### config.mk
export PLATFORM = sky130hd
export DESIGN_NAME = rv32_ctrl_decode
export DESIGN_NICKNAME = d
export VERILOG_FILES = /design/src/rtl/rv32_ctrl_decode.sv
export SDC_FILE = /design/constraint.sdc
export NUM_CORES = 1
export LEC_CHECK = 0
export ABC_AREA = 1
export CELL_PAD_IN_SITES_DETAIL_PLACEMENT = 1
export CELL_PAD_IN_SITES_GLOBAL_PLACEMENT = 1
export CORE_MARGIN = 8
export CORE_UTILIZATION = 23
export DETAILED_ROUTE_END_ITERATION = 10
export PLACE_DENSITY_LB_ADDON = 0.1
export SYNTH_ARGS = -nofsm -noshare
export SYNTH_HDL_FRONTEND = slang
export SYNTH_SLANG_ARGS = --single-unit
export TNS_END_PERCENT = 100
### constraint.sdc
create_clock -name clk -period 1 [get_ports clk]
set_input_delay 0.1 -clock clk [delete_from_list [all_inputs] [get_ports clk]]
set_output_delay 0.1 -clock clk [all_outputs]
set_load 0.1 [all_outputs]
### src/rtl/rv32_ctrl_decode.sv
// ============================================================================
//  Module   : rv32_ctrl_decode
//  Brief    : Registered RV32I main + ALU-control decoder, one cycle latency.
//             Optional illegal_instr port enabled by CTRL_ILLEGAL_DETECT_EN.
//  Revision : 1.0  initial release
// ============================================================================
`default_nettype none

module rv32_ctrl_decode (
   input  logic        clk,
   input  logic        rst_n,
   input  logic        instr_valid,
   input  logic [31:0] instr,
   output logic        reg_write,
   output logic        mem_read,
   output logic        mem_write,
   output logic        mem_to_reg,
   output logic        branch,
   output logic        jump,
   output logic        alu_src,
   output logic [1:0]  alu_op,
   output logic [3:0]  alu_ctl,
   output logic [1:0]  pc_src,
`ifdef CTRL_ILLEGAL_DETECT_EN
   output logic        illegal_instr,
`endif
   output logic [2:0]  imm_type
);

   typedef struct packed {
      logic       reg_write;
      logic       mem_read;
      logic       mem_write;
      logic       mem_to_reg;
      logic       branch;
      logic       jump;
      logic       alu_src;
      logic [1:0] alu_op;
      logic [3:0] alu_ctl;
      logic [1:0] pc_src;
      logic [2:0] imm_type;
   } ctrl_t;

   localparam logic [3:0] c_ALU_AND  = 4'b0000;
   localparam logic [3:0] c_ALU_OR   = 4'b0001;
   localparam logic [3:0] c_ALU_ADD  = 4'b0010;
   localparam logic [3:0] c_ALU_XOR  = 4'b0011;
   localparam logic [3:0] c_ALU_SLL  = 4'b0100;
   localparam logic [3:0] c_ALU_SRL  = 4'b0101;
   localparam logic [3:0] c_ALU_SUB  = 4'b0110;
   localparam logic [3:0] c_ALU_SLT  = 4'b0111;
   localparam logic [3:0] c_ALU_SLTU = 4'b1000;
   localparam logic [3:0] c_ALU_SRA  = 4'b1001;

   localparam logic [6:0] c_OP_R      = 7'b0110011;
   localparam logic [6:0] c_OP_IALU   = 7'b0010011;
   localparam logic [6:0] c_OP_LOAD   = 7'b0000011;
   localparam logic [6:0] c_OP_STORE  = 7'b0100011;
   localparam logic [6:0] c_OP_BRANCH = 7'b1100011;
   localparam logic [6:0] c_OP_JAL    = 7'b1101111;
   localparam logic [6:0] c_OP_JALR   = 7'b1100111;

   localparam logic [6:0] c_F7_BASE = 7'b0000000;
   localparam logic [6:0] c_F7_ALT  = 7'b0100000;

   localparam ctrl_t c_NOP = '{reg_write: 1'b0, mem_read: 1'b0, mem_write: 1'b0,
                               mem_to_reg: 1'b0, branch: 1'b0, jump: 1'b0,
                               alu_src: 1'b0, alu_op: 2'b00, alu_ctl: c_ALU_ADD,
                               pc_src: 2'b00, imm_type: 3'b111};

   // Base funct3 map shared by register and immediate ALU forms.
   function automatic logic [3:0] f3_alu(input logic [2:0] f3);
      case (f3)
         3'b000:  f3_alu = c_ALU_ADD;
         3'b001:  f3_alu = c_ALU_SLL;
         3'b010:  f3_alu = c_ALU_SLT;
         3'b011:  f3_alu = c_ALU_SLTU;
         3'b100:  f3_alu = c_ALU_XOR;
         3'b101:  f3_alu = c_ALU_SRL;
         3'b110:  f3_alu = c_ALU_OR;
         default: f3_alu = c_ALU_AND;
      endcase
   endfunction

   logic [6:0] w_opcode;
   logic [2:0] w_f3;
   logic [6:0] w_f7;
   ctrl_t      w_dec;
   ctrl_t      w_out;
   logic       w_bad;
   ctrl_t      r_ctrl;

   assign w_opcode = instr[6:0];
   assign w_f3     = instr[14:12];
   assign w_f7     = instr[31:25];

   always_comb begin
      w_dec = c_NOP;
      w_bad = 1'b0;
      case (w_opcode)
         c_OP_R: begin
            w_dec.reg_write = 1'b1;
            w_dec.alu_op    = 2'b10;
         end
         c_OP_IALU: begin
            w_dec.reg_write = 1'b1;
            w_dec.alu_src   = 1'b1;
            w_dec.alu_op    = 2'b11;
            w_dec.imm_type  = 3'b000;
         end
         c_OP_LOAD: begin
            w_dec.reg_write  = 1'b1;
            w_dec.mem_read   = 1'b1;
            w_dec.mem_to_reg = 1'b1;
            w_dec.alu_src    = 1'b1;
            w_dec.imm_type   = 3'b000;
         end
         c_OP_STORE: begin
            w_dec.mem_write = 1'b1;
            w_dec.alu_src   = 1'b1;
            w_dec.imm_type  = 3'b001;
         end
         c_OP_BRANCH: begin
            w_dec.branch   = 1'b1;
            w_dec.alu_op   = 2'b01;
            w_dec.pc_src   = 2'b01;
            w_dec.imm_type = 3'b010;
         end
         c_OP_JAL: begin
            w_dec.reg_write = 1'b1;
            w_dec.jump      = 1'b1;
            w_dec.pc_src    = 2'b10;
            w_dec.imm_type  = 3'b100;
         end
         c_OP_JALR: begin
            w_dec.reg_write = 1'b1;
            w_dec.jump      = 1'b1;
            w_dec.alu_src   = 1'b1;
            w_dec.pc_src    = 2'b11;
            w_dec.imm_type  = 3'b000;
            w_bad           = (w_f3 != 3'b000);
         end
         default: w_bad = 1'b1;
      endcase

      case (w_dec.alu_op)
         2'b01: begin
            case (w_f3)
               3'b000, 3'b001: w_dec.alu_ctl = c_ALU_SUB;
               3'b100, 3'b101: w_dec.alu_ctl = c_ALU_SLT;
               3'b110, 3'b111: w_dec.alu_ctl = c_ALU_SLTU;
               default:        w_bad = 1'b1;
            endcase
         end
         2'b10: begin
            if (w_f7 == c_F7_BASE) begin
               w_dec.alu_ctl = f3_alu(w_f3);
            end else if (w_f7 == c_F7_ALT && w_f3 == 3'b000) begin
               w_dec.alu_ctl = c_ALU_SUB;
            end else if (w_f7 == c_F7_ALT && w_f3 == 3'b101) begin
               w_dec.alu_ctl = c_ALU_SRA;
            end else begin
               w_bad = 1'b1;
            end
         end
         2'b11: begin
            // Immediate forms reuse funct7 as immediate bits except for shifts.
            w_dec.alu_ctl = f3_alu(w_f3);
            if (w_f3 == 3'b001 && w_f7 != c_F7_BASE) begin
               w_bad = 1'b1;
            end else if (w_f3 == 3'b101) begin
               if (w_f7 == c_F7_ALT) begin
                  w_dec.alu_ctl = c_ALU_SRA;
               end else if (w_f7 != c_F7_BASE) begin
                  w_bad = 1'b1;
               end
            end
         end
         default: w_dec.alu_ctl = c_ALU_ADD;
      endcase

      w_out = w_bad ? c_NOP : w_dec;
   end

   always_ff @(posedge clk) begin
      if (!rst_n || !instr_valid) begin
         r_ctrl <= c_NOP;
      end else begin
         r_ctrl <= w_out;
      end
   end

`ifdef CTRL_ILLEGAL_DETECT_EN
   logic r_illegal;

   always_ff @(posedge clk) begin
      if (!rst_n || !instr_valid) begin
         r_illegal <= 1'b0;
      end else begin
         r_illegal <= w_bad;
      end
   end

   assign illegal_instr = r_illegal;
`endif

   assign reg_write  = r_ctrl.reg_write;
   assign mem_read   = r_ctrl.mem_read;
   assign mem_write  = r_ctrl.mem_write;
   assign mem_to_reg = r_ctrl.mem_to_reg;
   assign branch     = r_ctrl.branch;
   assign jump       = r_ctrl.jump;
   assign alu_src    = r_ctrl.alu_src;
   assign alu_op     = r_ctrl.alu_op;
   assign alu_ctl    = r_ctrl.alu_ctl;
   assign pc_src     = r_ctrl.pc_src;
   assign imm_type   = r_ctrl.imm_type;

endmodule

`default_nettype wire

==> metrics.md <==
| Metric | Value |
|---|---|
| Result of the run | complete, but fails checks |
| Violations in the final reports | negative setup slack |
| Detailed-route wire length | 4120 um |
| Kind of launch point of the worst setup path | primary input |
| Share of layout cells above drive strength 1 | 63.1% |
| Yosys warns | 0 |
| Average via count per standard cell | 4.58 |
| Flip-flop count of the largest register, all copies and words added | 4 |
| Total placed cells including tap cells | 264 |
| Via count of the first global-routing pass | 1451 |
| Residual antenna-violating net count after detailed routing | 0 |
| Cell Pwr Density | 688 nW/um2 |
| CP max stage delay | 0.24 ns |
| Part of the cycle the worst path needs | 107% |
| Combined global-route utilization of all metal layers | 12.9% |
| Class of the most critical setup path | in2reg |
| Crit path arrival time | 1.21 ns |
| Count of final hold-check violations | 0 |
| Sequential share of the synthesized area | 33.5% |
| Number of storage elements in the synthesis netlist | 17 |
| Congestion Overflow GR | 0 |
| Sequential Power Share | 44.5% |
| Count of input and output buffers | 37 |
| Pin count of the biggest net entering global routing | 11 |
| Buffer depth of the longest clock path | 2 |
| Clock tree from TritonCTS | yes |
| Leakage power total | 1.00 nW |
| Category of the worst setup path capture point | flop |
| I/O pin total | 53 |
| Total DRC errors in the routed layout | 0 |
| Final antenna diode count | 0 |
| Tmin final | 1.07 ns |
| Max-slew headroom | 77.9% |
| Sw Ratio | 26.3% |
| Total clock sinks | 17 |
| Final setup TNS | -0.645 ns |
| Distinct cells, synth | 24 |
| Internal | 0.00112 W |
| Cells after Synth | 152 |
| Global placer's final weighted congestion | 0.756 |
| Final setup margin | -0.0723 ns |
| Worst hold stages | 7 |
| Max stage delay cell, worst path | sky130_fd_sc_hd__dlygate4sd2_1 |
| Drt first pass iters | 2 |
| End-of-flow core utilization | 51.3% |
| Core region area | 4290 um2 |
| Max IR drop VDD | 0.408 mV |
| Net count after synthesis | 187 |
| Post-synthesis to final-layout area growth | 116% |
| RSZ-0062 raised after global routing | yes |
| Vias post-DR | 1304 |
| Inserted Clock Buffers | 3 |
| Final non-filler cell total | 285 |
| Worst Max-Slew Pin Slew | 0.331 ns |
| Clock Power Share | 33.4% |
| Maximum clock frequency | 933 MHz |
| Endpoint, Worst Hold | mem_write$_SDFF_PP0_ |
| Data required, critical path | 1.14 ns |
| Final nets | 269 |
| Height of the die | 82.5 um |
| Initial antenna violation count | 0 |
| Source of the worst hold timing path | instr[1] |
| # H-tree levels | 1 |
| Avg WL per Cell | 14.4 um |
| Standard-cell rows | 24 |
| Final max-slew violation count | 0 |
| Final setup violating endpoints | 17 |
| Initial DRC count | 31 |
| Initial Util | 23.7% |
| Sw power | 0.000398 W |
| Global-route wire length before repair | 6780 um |
| Cell area after synthesis | 1020 um2 |
| Area of the die | 6810 um2 |
| Proportion of power drawn by combinational gates | 22.0% |
| Clock Tree Root | sky130_fd_sc_hd__clkbuf_8 |
| Maximum fanout along the worst path | 7 |
| Class of the most critical hold timing path | in2reg |
| Clock-pin slew of the registers on the worst-case setup and hold paths | 0.07 ns |
| Number of max-cap violations | 0 |
| Average instance area after synthesis | 6.69 um2 |
| HPWL after detailed placement | 3100 um |
| Worst path cell trace | dlygate4sd2_1 > inv_2 > nand2_4 > nor2_4 > nand3b_1 > nand3_4 > and2_4 > nand3_2 |
| Die Wd | 82.5 um |
placed cells by master (no fill, tap or decap), types with 3 or more instances in the layout:
cell and count:
sky130_fd_sc_hd__a21oi_1 3, sky130_fd_sc_hd__buf_12 19, sky130_fd_sc_hd__buf_2 4, sky130_fd_sc_hd__buf_4 37
sky130_fd_sc_hd__buf_6 7, sky130_fd_sc_hd__clkbuf_8 3, sky130_fd_sc_hd__clkdlybuf4s15_1 4, sky130_fd_sc_hd__dfxtp_1 6
sky130_fd_sc_hd__dfxtp_2 10, sky130_fd_sc_hd__dlygate4sd2_1 5, sky130_fd_sc_hd__inv_1 11, sky130_fd_sc_hd__inv_2 9
sky130_fd_sc_hd__nand2_1 22, sky130_fd_sc_hd__nand2_2 9, sky130_fd_sc_hd__nand2_4 4, sky130_fd_sc_hd__nand3_1 4
sky130_fd_sc_hd__nand3_2 10, sky130_fd_sc_hd__nand3_4 4, sky130_fd_sc_hd__nand4_1 5, sky130_fd_sc_hd__nor2_1 18
sky130_fd_sc_hd__nor2_2 10, sky130_fd_sc_hd__nor2_4 9
power by group through the flow:
stage	logic (W)	clock network, W	registers [W]
after CTS	0.000320	0.000531	0.000674
after detailed placement	0.000268	0	0.000690
after floorplan	0.000108	0	0.000692
after global placement	0.000259	0	0.000690
after global routing	0.000361	0.000551	0.000674
final	0.000333	0.000506	0.000674
cells in the mapped netlist (all sizes together):
master / n / area (um2)
nor2: 37 / 174
nand2: 35 / 146
inv: 22 / 82.6
dfxtp: 17 / 340
nand3: 17 / 115
nand4: 6 / 43.8
o21ai: 5 / 28.8
nor3: 4 / 25.0
a21oi: 3 / 15.0
buf: 2 / 15.0
nand3b: 2 / 15.0
a21boi: 1 / 7.51
and2: 1 / 8.76
stage by stage:
stage / setup slack [ns] / hold slack (ns) / power [W] / cell area [um2]
2_1_floorplan: -0.0691 / 0.241 / 0.000800 / 1060
3_3_place_gp: -0.668 / 0.562 / 0.000949 / 1850
3_5_place_dp: -0.764 / 0.565 / 0.000958 / 1850
4_1_cts: -0.0491 / 0.330 / 0.00153 / 2120
5_1_grt: -0.149 / 0.390 / 0.00159 / 2200
6_report: -0.0723 / 0.331 / 0.00151 / 2200
worst max-delay path by stage:
stage,startpoint,cells past startpoint,endpoint,slack (ns)
2_1_floorplan,instr[6],8,alu_ctl[1]$_SDFF_PP1_,-0.07
3_3_place_gp,instr[6],9,imm_type[2]$_SDFF_PP1_,-0.67
3_5_place_dp,instr[3],9,alu_ctl[1]$_SDFF_PP1_,-0.76
4_1_cts,instr[6],9,alu_ctl[1]$_SDFF_PP1_,-0.05
5_1_grt,instr[4],9,imm_type[2]$_SDFF_PP1_,-0.15
6_report,instr[29],8,imm_type[0]$_SDFF_PP1_,-0.07
per-layer routing:
layer  up-vias  global-route usage, %  routed length (um)
met5         -                      0                   0
met4         0                   3.62                 105
met3        10                   3.46                 250
met2        30                   25.0                2240
met1       619                   13.0                1520
li1        645                      -                   -
worst max-delay path, delay by kind of cell:
family,cells,cell delay [ns]
and+or+nand+nor,6,0.76
buffers and inverters,2,0.33
layout make-up:
type	count	area, um2
fill	511	2090
timing repair buffer	78	871
multi-input combinational	112	773
sequential	17	357
inverter	22	88.8
tap	52	65.1
clock buffer	3	41.3
clock inverter	1	5.00
what timing repair did:
action | CTS | global route
gates cloned | 1 | 0
hold buffers | 0 | 0
pin swaps | 30 | 16
setup buffers | 14 | 2
resized for setup | 96 | 17
endpoints found under the setup margin | 17 | 17
cell families after synthesis:
family | share of synthesized area, %
AOI/OAI and AO/OA | 5.04
and+or+nand+nor | 51.9
DFF | 33.5
buffers and inverters | 9.59
Note: power is estimated with default switching activity, not from simulation.
